**src/rtl/pmm_top.sv**
```systemverilog
// Payload pattern matcher: 4 fixed 4-byte patterns (2 case-sensitive, 2 ASCII nocase) over a sliding byte window.
// Latency: one cycle from the accepted byte edge to its match result, trigger and EOP shift.
// Backpressure: none; a byte is consumed on every cycle payload_valid is high, with no ready signal.
module pmm_top #(
    parameter logic [31:0] PAT0      = 32'h47455420,
    parameter logic [31:0] PAT1      = 32'h726F6F74,
    parameter logic [31:0] PAT2      = 32'h636D642E,
    parameter logic [31:0] PAT3      = 32'h2F657463,
    parameter logic [10:0] RULE_BASE = 11'd1
) (
    input  logic        clk,
    input  logic        rst,
    input  logic [7:0]  payload_in,
    input  logic        payload_valid,
    input  logic        start_of_packet,
    input  logic        end_of_packet,
    input  logic        enable_32byte_process,
    output logic        filter_trigger,
    output logic [10:0] rule_id,
    output logic        end_of_packet_shift,
    output logic [10:0] input_pmm_debug,
    output logic [12:0] output_pmm_debug,
    output logic [29:0] static_engine_debug,
    output logic [16:0] pcre_engine_debug,
    output logic [11:0] index,
    output logic [11:0] index_nocase,
    output logic [13:0] patternID,
    output logic [10:0] clk_counter,
    output logic [10:0] index_counter,
    output logic [51:0] debug_matching,
    output logic        state
);

    localparam logic [0:0] ST_IDLE      = 1'b0;
    localparam logic [0:0] ST_IN_PACKET = 1'b1;

    localparam logic [2:0]  FILL_FULL   = 3'd4;
    localparam logic [10:0] OFFSET_MAX  = 11'h7FF;
    localparam logic [10:0] WINDOW_LIM  = 11'd32;
    localparam logic [15:0] COUNT_MAX   = 16'hFFFF;

    // ASCII A-Z folded to a-z; every other byte passes through untouched.
    function automatic logic [7:0] to_lower(input logic [7:0] c);
        if (c >= 8'h41 && c <= 8'h5A) begin
            return c + 8'h20;
        end
        return c;
    endfunction

    function automatic logic [31:0] lower_word(input logic [31:0] w);
        return {to_lower(w[31:24]), to_lower(w[23:16]), to_lower(w[15:8]), to_lower(w[7:0])};
    endfunction

    // Registered state
    logic [0:0]  state_q;
    logic [31:0] window_q;
    logic [2:0]  fill_q;
    logic [10:0] offset_q;
    logic [10:0] clk_cnt_q;
    logic [15:0] match_cnt_q;
    logic        any_hit_q;
    logic [10:0] rule_id_q;
    logic        trig_q;
    logic        eop_shift_q;
    logic [11:0] index_q;
    logic [11:0] index_nocase_q;
    logic [13:0] pattern_id_q;
    logic [3:0]  hit_vec_q;
    logic [10:0] in_dbg_q;

    // Byte acceptance: a packet only opens on SOP, so stray bytes while idle are ignored
    logic accept;
    logic sop_acc;
    logic eop_acc;

    assign accept  = payload_valid & (start_of_packet | (state_q == ST_IN_PACKET));
    assign sop_acc = accept & start_of_packet;
    assign eop_acc = accept & end_of_packet;

    // Next window / fill / offset values; matching looks at these so results land one cycle after the byte
    logic [31:0] window_next;
    logic [2:0]  fill_next;
    logic [10:0] offset_next;
    logic [0:0]  state_next;

    // Window shift, fill saturation and offset saturation for the incoming byte
    always_comb begin
        window_next = window_q;
        fill_next   = fill_q;
        offset_next = offset_q;
        if (sop_acc) begin
            // SOP discards the previous packet's bytes so nothing matches across the boundary
            window_next = {24'h0, payload_in};
            fill_next   = 3'd1;
            offset_next = 11'd0;
        end else if (accept) begin
            window_next = {window_q[23:0], payload_in};
            fill_next   = (fill_q >= FILL_FULL) ? FILL_FULL : fill_q + 3'd1;
            offset_next = (offset_q == OFFSET_MAX) ? offset_q : offset_q + 11'd1;
        end
    end

    // Packet FSM: EOP wins over SOP so a single-byte packet leaves us idle
    always_comb begin
        state_next = state_q;
        if (accept) begin
            state_next = end_of_packet ? ST_IDLE : ST_IN_PACKET;
        end
    end

    // Pattern compare on the next window
    logic [31:0] window_lc;
    logic [3:0]  raw_hit;
    logic        gate_off;
    logic        eval_ok;
    logic [3:0]  hit_vec;
    logic        any_hit;
    logic        cs_hit;
    logic        nc_hit;

    assign window_lc  = lower_word(window_next);
    assign raw_hit[0] = (window_next == PAT0);
    assign raw_hit[1] = (window_next == PAT1);
    assign raw_hit[2] = (window_lc == PAT2);
    assign raw_hit[3] = (window_lc == PAT3);

    // In 32-byte mode only packet offsets 0..31 may produce hits
    assign gate_off = enable_32byte_process & (offset_next >= WINDOW_LIM);
    assign eval_ok  = accept & (fill_next == FILL_FULL) & ~gate_off;
    assign hit_vec  = eval_ok ? raw_hit : 4'b0000;
    assign any_hit  = |hit_vec;
    assign cs_hit   = |hit_vec[1:0];
    assign nc_hit   = |hit_vec[3:2];

    // Lowest-index hit decides the reported rule when several patterns fire together
    logic [1:0]  lowest_k;
    logic [10:0] rule_next;

    // Priority encode the hit vector, bit 0 first
    always_comb begin
        lowest_k = 2'd0;
        if (hit_vec[0]) begin
            lowest_k = 2'd0;
        end else if (hit_vec[1]) begin
            lowest_k = 2'd1;
        end else if (hit_vec[2]) begin
            lowest_k = 2'd2;
        end else if (hit_vec[3]) begin
            lowest_k = 2'd3;
        end
    end

    assign rule_next = RULE_BASE + {9'd0, lowest_k};

    // Packet tracking: FSM, byte window, fill level and byte offset
    always_ff @(posedge clk) begin
        if (rst) begin
            state_q  <= ST_IDLE;
            window_q <= 32'h0;
            fill_q   <= 3'd0;
            offset_q <= 11'd0;
        end else begin
            state_q  <= state_next;
            window_q <= window_next;
            fill_q   <= fill_next;
            offset_q <= offset_next;
        end
    end

    // Free-running cycle counter, wraps at 11 bits
    always_ff @(posedge clk) begin
        if (rst) begin
            clk_cnt_q <= 11'd0;
        end else begin
            clk_cnt_q <= clk_cnt_q + 11'd1;
        end
    end

    // One-cycle pulses: trigger on any hit, EOP shifted to line up with the last byte's result
    always_ff @(posedge clk) begin
        if (rst) begin
            trig_q      <= 1'b0;
            eop_shift_q <= 1'b0;
            hit_vec_q   <= 4'b0000;
        end else begin
            trig_q      <= any_hit;
            eop_shift_q <= eop_acc;
            hit_vec_q   <= hit_vec;
        end
    end

    // Per-packet match results: rule, hit statistics and hit offsets; SOP clears them
    always_ff @(posedge clk) begin
        if (rst) begin
            rule_id_q      <= 11'd0;
            match_cnt_q    <= 16'd0;
            any_hit_q      <= 1'b0;
            index_q        <= 12'd0;
            index_nocase_q <= 12'd0;
            pattern_id_q   <= 14'd0;
        end else if (sop_acc) begin
            // No hit is possible on the SOP byte itself (fill is only 1)
            rule_id_q          <= 11'd0;
            match_cnt_q        <= 16'd0;
            any_hit_q          <= 1'b0;
            index_q[11]        <= 1'b0;
            index_nocase_q[11] <= 1'b0;
        end else if (any_hit) begin
            rule_id_q    <= rule_next;
            match_cnt_q  <= (match_cnt_q == COUNT_MAX) ? match_cnt_q : match_cnt_q + 16'd1;
            any_hit_q    <= 1'b1;
            pattern_id_q <= {hit_vec, offset_next[9:0]};
            if (cs_hit) begin
                index_q <= {1'b1, offset_next};
            end
            if (nc_hit) begin
                index_nocase_q <= {1'b1, offset_next};
            end
        end
    end

    // Raw input snapshot for the debug bus
    always_ff @(posedge clk) begin
        if (rst) begin
            in_dbg_q <= 11'd0;
        end else begin
            in_dbg_q <= {payload_valid, start_of_packet, end_of_packet, payload_in};
        end
    end

    assign filter_trigger      = trig_q;
    assign rule_id             = rule_id_q;
    assign end_of_packet_shift = eop_shift_q;
    assign input_pmm_debug     = in_dbg_q;
    assign output_pmm_debug    = {trig_q, eop_shift_q, rule_id_q};
    assign static_engine_debug = {hit_vec_q, window_q[23:0], state_q, enable_32byte_process};
    assign pcre_engine_debug   = {any_hit_q, match_cnt_q};
    assign index               = index_q;
    assign index_nocase        = index_nocase_q;
    assign patternID           = pattern_id_q;
    assign clk_counter         = clk_cnt_q;
    assign index_counter       = offset_q;
    assign debug_matching      = {window_q, hit_vec_q, fill_q, offset_q, state_q, 1'b0};
    assign state               = state_q;

endmodule

```
**config.mk**
```make
export PLATFORM = sky130hd
export DESIGN_NAME = pmm_top
export DESIGN_NICKNAME = d
export VERILOG_FILES = /design/src/rtl/pmm_top.sv
export SDC_FILE = /design/constraint.sdc
export NUM_CORES = 1
export LEC_CHECK = 0
export CORE_ASPECT_RATIO = 1.1
export CORE_MARGIN = 4
export CORE_UTILIZATION = 47
export DETAILED_ROUTE_END_ITERATION = 7
export GPL_TIMING_DRIVEN = 0
export PLACE_DENSITY = 0.82
export SYNTH_ARGS = -nofsm -noshare
export SYNTH_HDL_FRONTEND = slang
export SYNTH_SLANG_ARGS = --single-unit
export TNS_END_PERCENT = 20
```
**constraint.sdc**
```tcl
create_clock -name clk -period 4.15 [get_ports clk]
set_input_delay 0.415 -clock clk [delete_from_list [all_inputs] [get_ports clk]]
set_output_delay 0.415 -clock clk [all_outputs]
set_load 0.03 [all_outputs]
```
==> results of run 1 <==
[worst reg2reg max path, cell delays in order (launching register included)]
cell                        delay, ns
sky130_fd_sc_hd__dfxtp_1         0.36
sky130_fd_sc_hd__and3b_1         0.21
sky130_fd_sc_hd__buf_2           0.17
sky130_fd_sc_hd__clkbuf_4        0.22
sky130_fd_sc_hd__a22oi_2         0.24
sky130_fd_sc_hd__inv_2           0.11
sky130_fd_sc_hd__ha_1            0.35
sky130_fd_sc_hd__or4_1           0.55
sky130_fd_sc_hd__o21ai_2         0.17
sky130_fd_sc_hd__o2111ai_1       0.12
sky130_fd_sc_hd__mux2_4          0.32
sky130_fd_sc_hd__o32a_4          0.37
sky130_fd_sc_hd__buf_6           0.16
sky130_fd_sc_hd__buf_2           0.19
sky130_fd_sc_hd__o31ai_1         0.22
sky130_fd_sc_hd__a21oi_1         0.09
[sequential cells by signal (all words and copies together) (netlist names)]
name                 count
filter_trigger           1
index_counter           11
patternID               14
end_of_packet_shift      1
state                    1
hit_vec_q                4
rule_id                  3
clk_counter             11
index                   12
match_cnt_q             16
fill_q                   3
any_hit_q                1
index_nocase            12
input_pmm_debug         11
window_q                32
[metrics by stage]
step                hold slack, ns  TNS (ns)  total power [W]  std cells  cell area, um^2
floorplan                    0.442         0          0.00153        826             6760
global placement             0.433    -30.76          0.00164       1207             8930
global route                 0.377         0          0.00328       1244             9670
detailed placement           0.441    -33.00          0.00165       1207             8930
CTS                          0.452         0          0.00319       1241             9600
finish                       0.369         0          0.00319       1244             9670
[layer usage]
metal  up-vias  part of all wire (%)  wire (um)  GRT usage, %
met5         -                     0          0             0
met4         0                   3.1        684          11.3
met3        59                   8.9       1970          6.92
met2       342                    48      10700          44.2
met1      3290                    40       8850          35.2
li1       3277                     -          -             -
[cell usage in the layout, fill, tap and decap left out, types with 5 or more instances in the layout]
cell type and instances:
sky130_fd_sc_hd__clkdlybuf4s50_1 191, sky130_fd_sc_hd__dfxtp_1 133, sky130_fd_sc_hd__nand2_1 106, sky130_fd_sc_hd__a21oi_1 79, sky130_fd_sc_hd__buf_4 70, sky130_fd_sc_hd__nor2_1 62, sky130_fd_sc_hd__clkbuf_1 26, sky130_fd_sc_hd__nand3_1 26
sky130_fd_sc_hd__nor2b_1 19, sky130_fd_sc_hd__inv_1 18, sky130_fd_sc_hd__or3_1 18, sky130_fd_sc_hd__o21ai_0 17, sky130_fd_sc_hd__conb_1 17, sky130_fd_sc_hd__clkbuf_16 17, sky130_fd_sc_hd__mux2i_1 16, sky130_fd_sc_hd__or4_1 15
sky130_fd_sc_hd__nand4_1 13, sky130_fd_sc_hd__nor3_1 10, sky130_fd_sc_hd__ha_1 10, sky130_fd_sc_hd__and2_1 9, sky130_fd_sc_hd__o21a_1 8, sky130_fd_sc_hd__and3_1 8, sky130_fd_sc_hd__nor4_1 8, sky130_fd_sc_hd__o31ai_1 8
sky130_fd_sc_hd__a22oi_1 7, sky130_fd_sc_hd__buf_2 6, sky130_fd_sc_hd__nand3b_1 6, sky130_fd_sc_hd__a21o_1 5, sky130_fd_sc_hd__o22ai_1 5, sky130_fd_sc_hd__and4_1 5, sky130_fd_sc_hd__a31oi_1 5
[layout make-up]
| type | instances | area share, % |
|---|---|---|
| buffer | 110 | 7.31 |
| clock buffer | 18 | 4.54 |
| timing repair buffer | 198 | 20.4 |
| sequential | 133 | 27.5 |
| inverter | 19 | 0.738 |
| multi-input combinational | 564 | 35.3 |
| clock inverter | 14 | 1.80 |
| tap | 188 | 2.43 |
[kinds of logic after synthesis]
logic type / count (synthesis) / share of synthesized area [%]
AO/OA/AOI/OAI: 181 / 17.8
XOR/XNOR: 6 / 0.784
adder cells (fa/ha/maj): 10 / 1.87
buffers and inverters: 129 / 11.4
flip-flops: 133 / 39.7
multiplexers: 23 / 3.60
other: 1 / 0.0560
AND/OR/NAND/NOR: 327 / 24.8
[worst paths after layout]
kind / from / to / slack, ns / cells after the start
min reg2reg: index[0]$_SDFFE_PP0P_ / index[0]$_SDFFE_PP0P_ / 0.45 / 2
min: payload_valid / input_pmm_debug[10]$_SDFF_PP0_ / 0.37 / 3
max reg2reg: state$_SDFFE_PP0P_ / match_cnt_q[2]$_SDFFE_PP0P_ / 0.18 / 15
max: state$_SDFFE_PP0P_ / match_cnt_q[2]$_SDFFE_PP0P_ / 0.18 / 15
[power by group]
part | switching [W] | internal (W) | leakage, nW
Combinational | 0.000199 | 0.000114 | 2.28
Sequential | 0.0000206 | 0.00129 | 1.08
Clock | 0.000597 | 0.000964 | 0.289
Total | 0.000817 | 0.00237 | 3.65
[timing repair]
action	CTS	global route
hold buffers	0	0
setup endpoints to repair	44	40
setup buffers	2	3
pin swaps	2	2
gates resized for setup	15	14
==> parameters.txt, run 1 <==
Parameter                              Value

STA
  Maximum clock rate    around 250 MHz
  Pin slew with the least headroom to its limit    approximately 0.82 ns
  Count of endpoints failing setup in the final report    0
  Setup repair after global routing missed its margin    no
  Period utilisation layout    95.7%
  Normalized max-slew margin    between 40% and 50%
  Crit path setup slack, layout    0.180 ns
  Final Critical Period    around 4 ns
  Post-Route Skew    approximately 0.009 ns
  Hold Violations, Final    0
  Number of slew-limit violations in the final report    0

Clocking
  Clock tree buffer depth    2
  Insertion delay to the later sink of the worst-skew pair    ~0.43 ns
  Clk slew on worst S/H paths    around 0.060 ns
  CTS buffer count    17
  TritonCTS clock tree    yes
  Root buffer selected by CTS    sky130_fd_sc_hd__clkbuf_16
  Depth of the CTS H-tree    4
  Clk sink count    133

Floorplanning
  Core area    13,900 um^2
  Number of placement rows    45
  I/O pin count    around 210
  Die height    133 um
  Horizontal extent of the die    ~120 um
  Overall die area    ~16,000 um^2
  Initial core utilization    just under 50%

Drt
  Detailed router's first-iteration violation count    roughly 620
  Final wirelength    about 22 mm
  Via count normalized by instance count    around 5.6
  Total number of vias    roughly 7k
  Post-detailed-route DRC marker count    0
  Count of TritonRoute iterations in the first routing pass    7
  Routed WL per cell    approximately 18 um
  Antenna Violating Nets Remaining    0

Final layout
  Layout cell share with drive strength beyond 1    between 10% and 20%
  Final cell utilization of the core    slightly below 70%
  Number of diodes added for antenna fixing    0
  Net count, final    1,067
  Area occupied by registers    2660 um^2
  Multi-input logic area    ~3400 um^2
  Layout overhead on the synthesized area    44.3%
  Number of fill cells in the layout    between 1k and 1.5k

Critical path
  Critical path data arrival time    roughly 4.3 ns
  Largest stage delay on the critical path    between 0.5 and 0.6 ns
  Largest fanout on the critical path    10
  Slowest cell on crit path    sky130_fd_sc_hd__or4_1
  Data required, critical path    4.44 ns
  Top cell by count, worst path    sky130_fd_sc_hd__buf_2
  Crit. End Element    flip-flop
  Family with the most delay on the worst path    compound AO/OA/AOI/OAI gates
  Category of the worst setup path launch point    flip-flop
  Worst path cell trace    and3b_1, buf_2, clkbuf_4, a22oi_2, inv_2, ha_1, or4_1, o21ai_2, o2111ai_1, mux2_4, o32a_4, buf_6, buf_2, o31ai_1, a21oi_1
  Crit Path Category    reg -> reg
  WP buf/inv    5

Yosys
  Top-count cell post-synth    sky130_fd_sc_hd__dfxtp_1
  Cell accounting for the most synthesized area    sky130_fd_sc_hd__dfxtp_1
  Dominant synthesized flop cell    sky130_fd_sc_hd__dfxtp_1
  Cell Area, Synth    ~6700 um^2
  Syn_area_per_cell    8.27 um^2
  Number of warnings issued by yosys    0
  Number of enable-type register cells in the synthesized netlist    0
  Seq cells post-synth    around 130
  Most frequent cells after synthesis    133 x sky130_fd_sc_hd__dfxtp_1, 106 x sky130_fd_sc_hd__nand2_1, 79 x sky130_fd_sc_hd__a21oi_1, 66 x sky130_fd_sc_hd__buf_4, 62 x sky130_fd_sc_hd__nor2_1
  Cells after Synth    810
  Sequential cell area fraction in the yosys report    slightly below 40%
  Number of library cell types mapped by synthesis    70
  Ranking of synthesized cells by area    sky130_fd_sc_hd__dfxtp_1 40%, sky130_fd_sc_hd__buf_4 7.4%, sky130_fd_sc_hd__nand2_1 5.9%, sky130_fd_sc_hd__a21oi_1 5.9%, sky130_fd_sc_hd__nor2_1 3.5%
  Yosys top cell area share    between 30 and 40%
  Async set-or-reset flop fraction in the synthesized netlist    0%

Power and ir drop
  Power per cell area    around 330 nW/um^2
  Leakage power figure    3.65 nW
  Largest voltage drop on the vdd net    around 0.00030 V

Global routing
  Global router's overall resource usage    between 20% and 30%
  Maximum number of pins on one net before global-route repair    17
  Number of antenna violations at the first check in global routing    0
  First-pass GRT wire length    about 36 mm
  Total global routing overflow    0
  Number of global-route vias before repair    about 6.7k

Placement
  Count of input and output buffers    about 190
  Detail Placement HPWL    approximately 16 mm
  Global placement routability congestion    0.956
  Minimum setup slack after placement    -0.968 ns

Hold path
  Path type of the worst min-delay path    in -> reg

Run status
  Outcome    finished clean

Job
  Max-cap violations    0
(Power assumes the default switching activity.)
==> inputs of run 2 (changes only) <==
SKIP_LAST_GASP = 1   (was default)
==> results of run 2 <==
Final layout, timing and power as in run 1 (identical DEF).
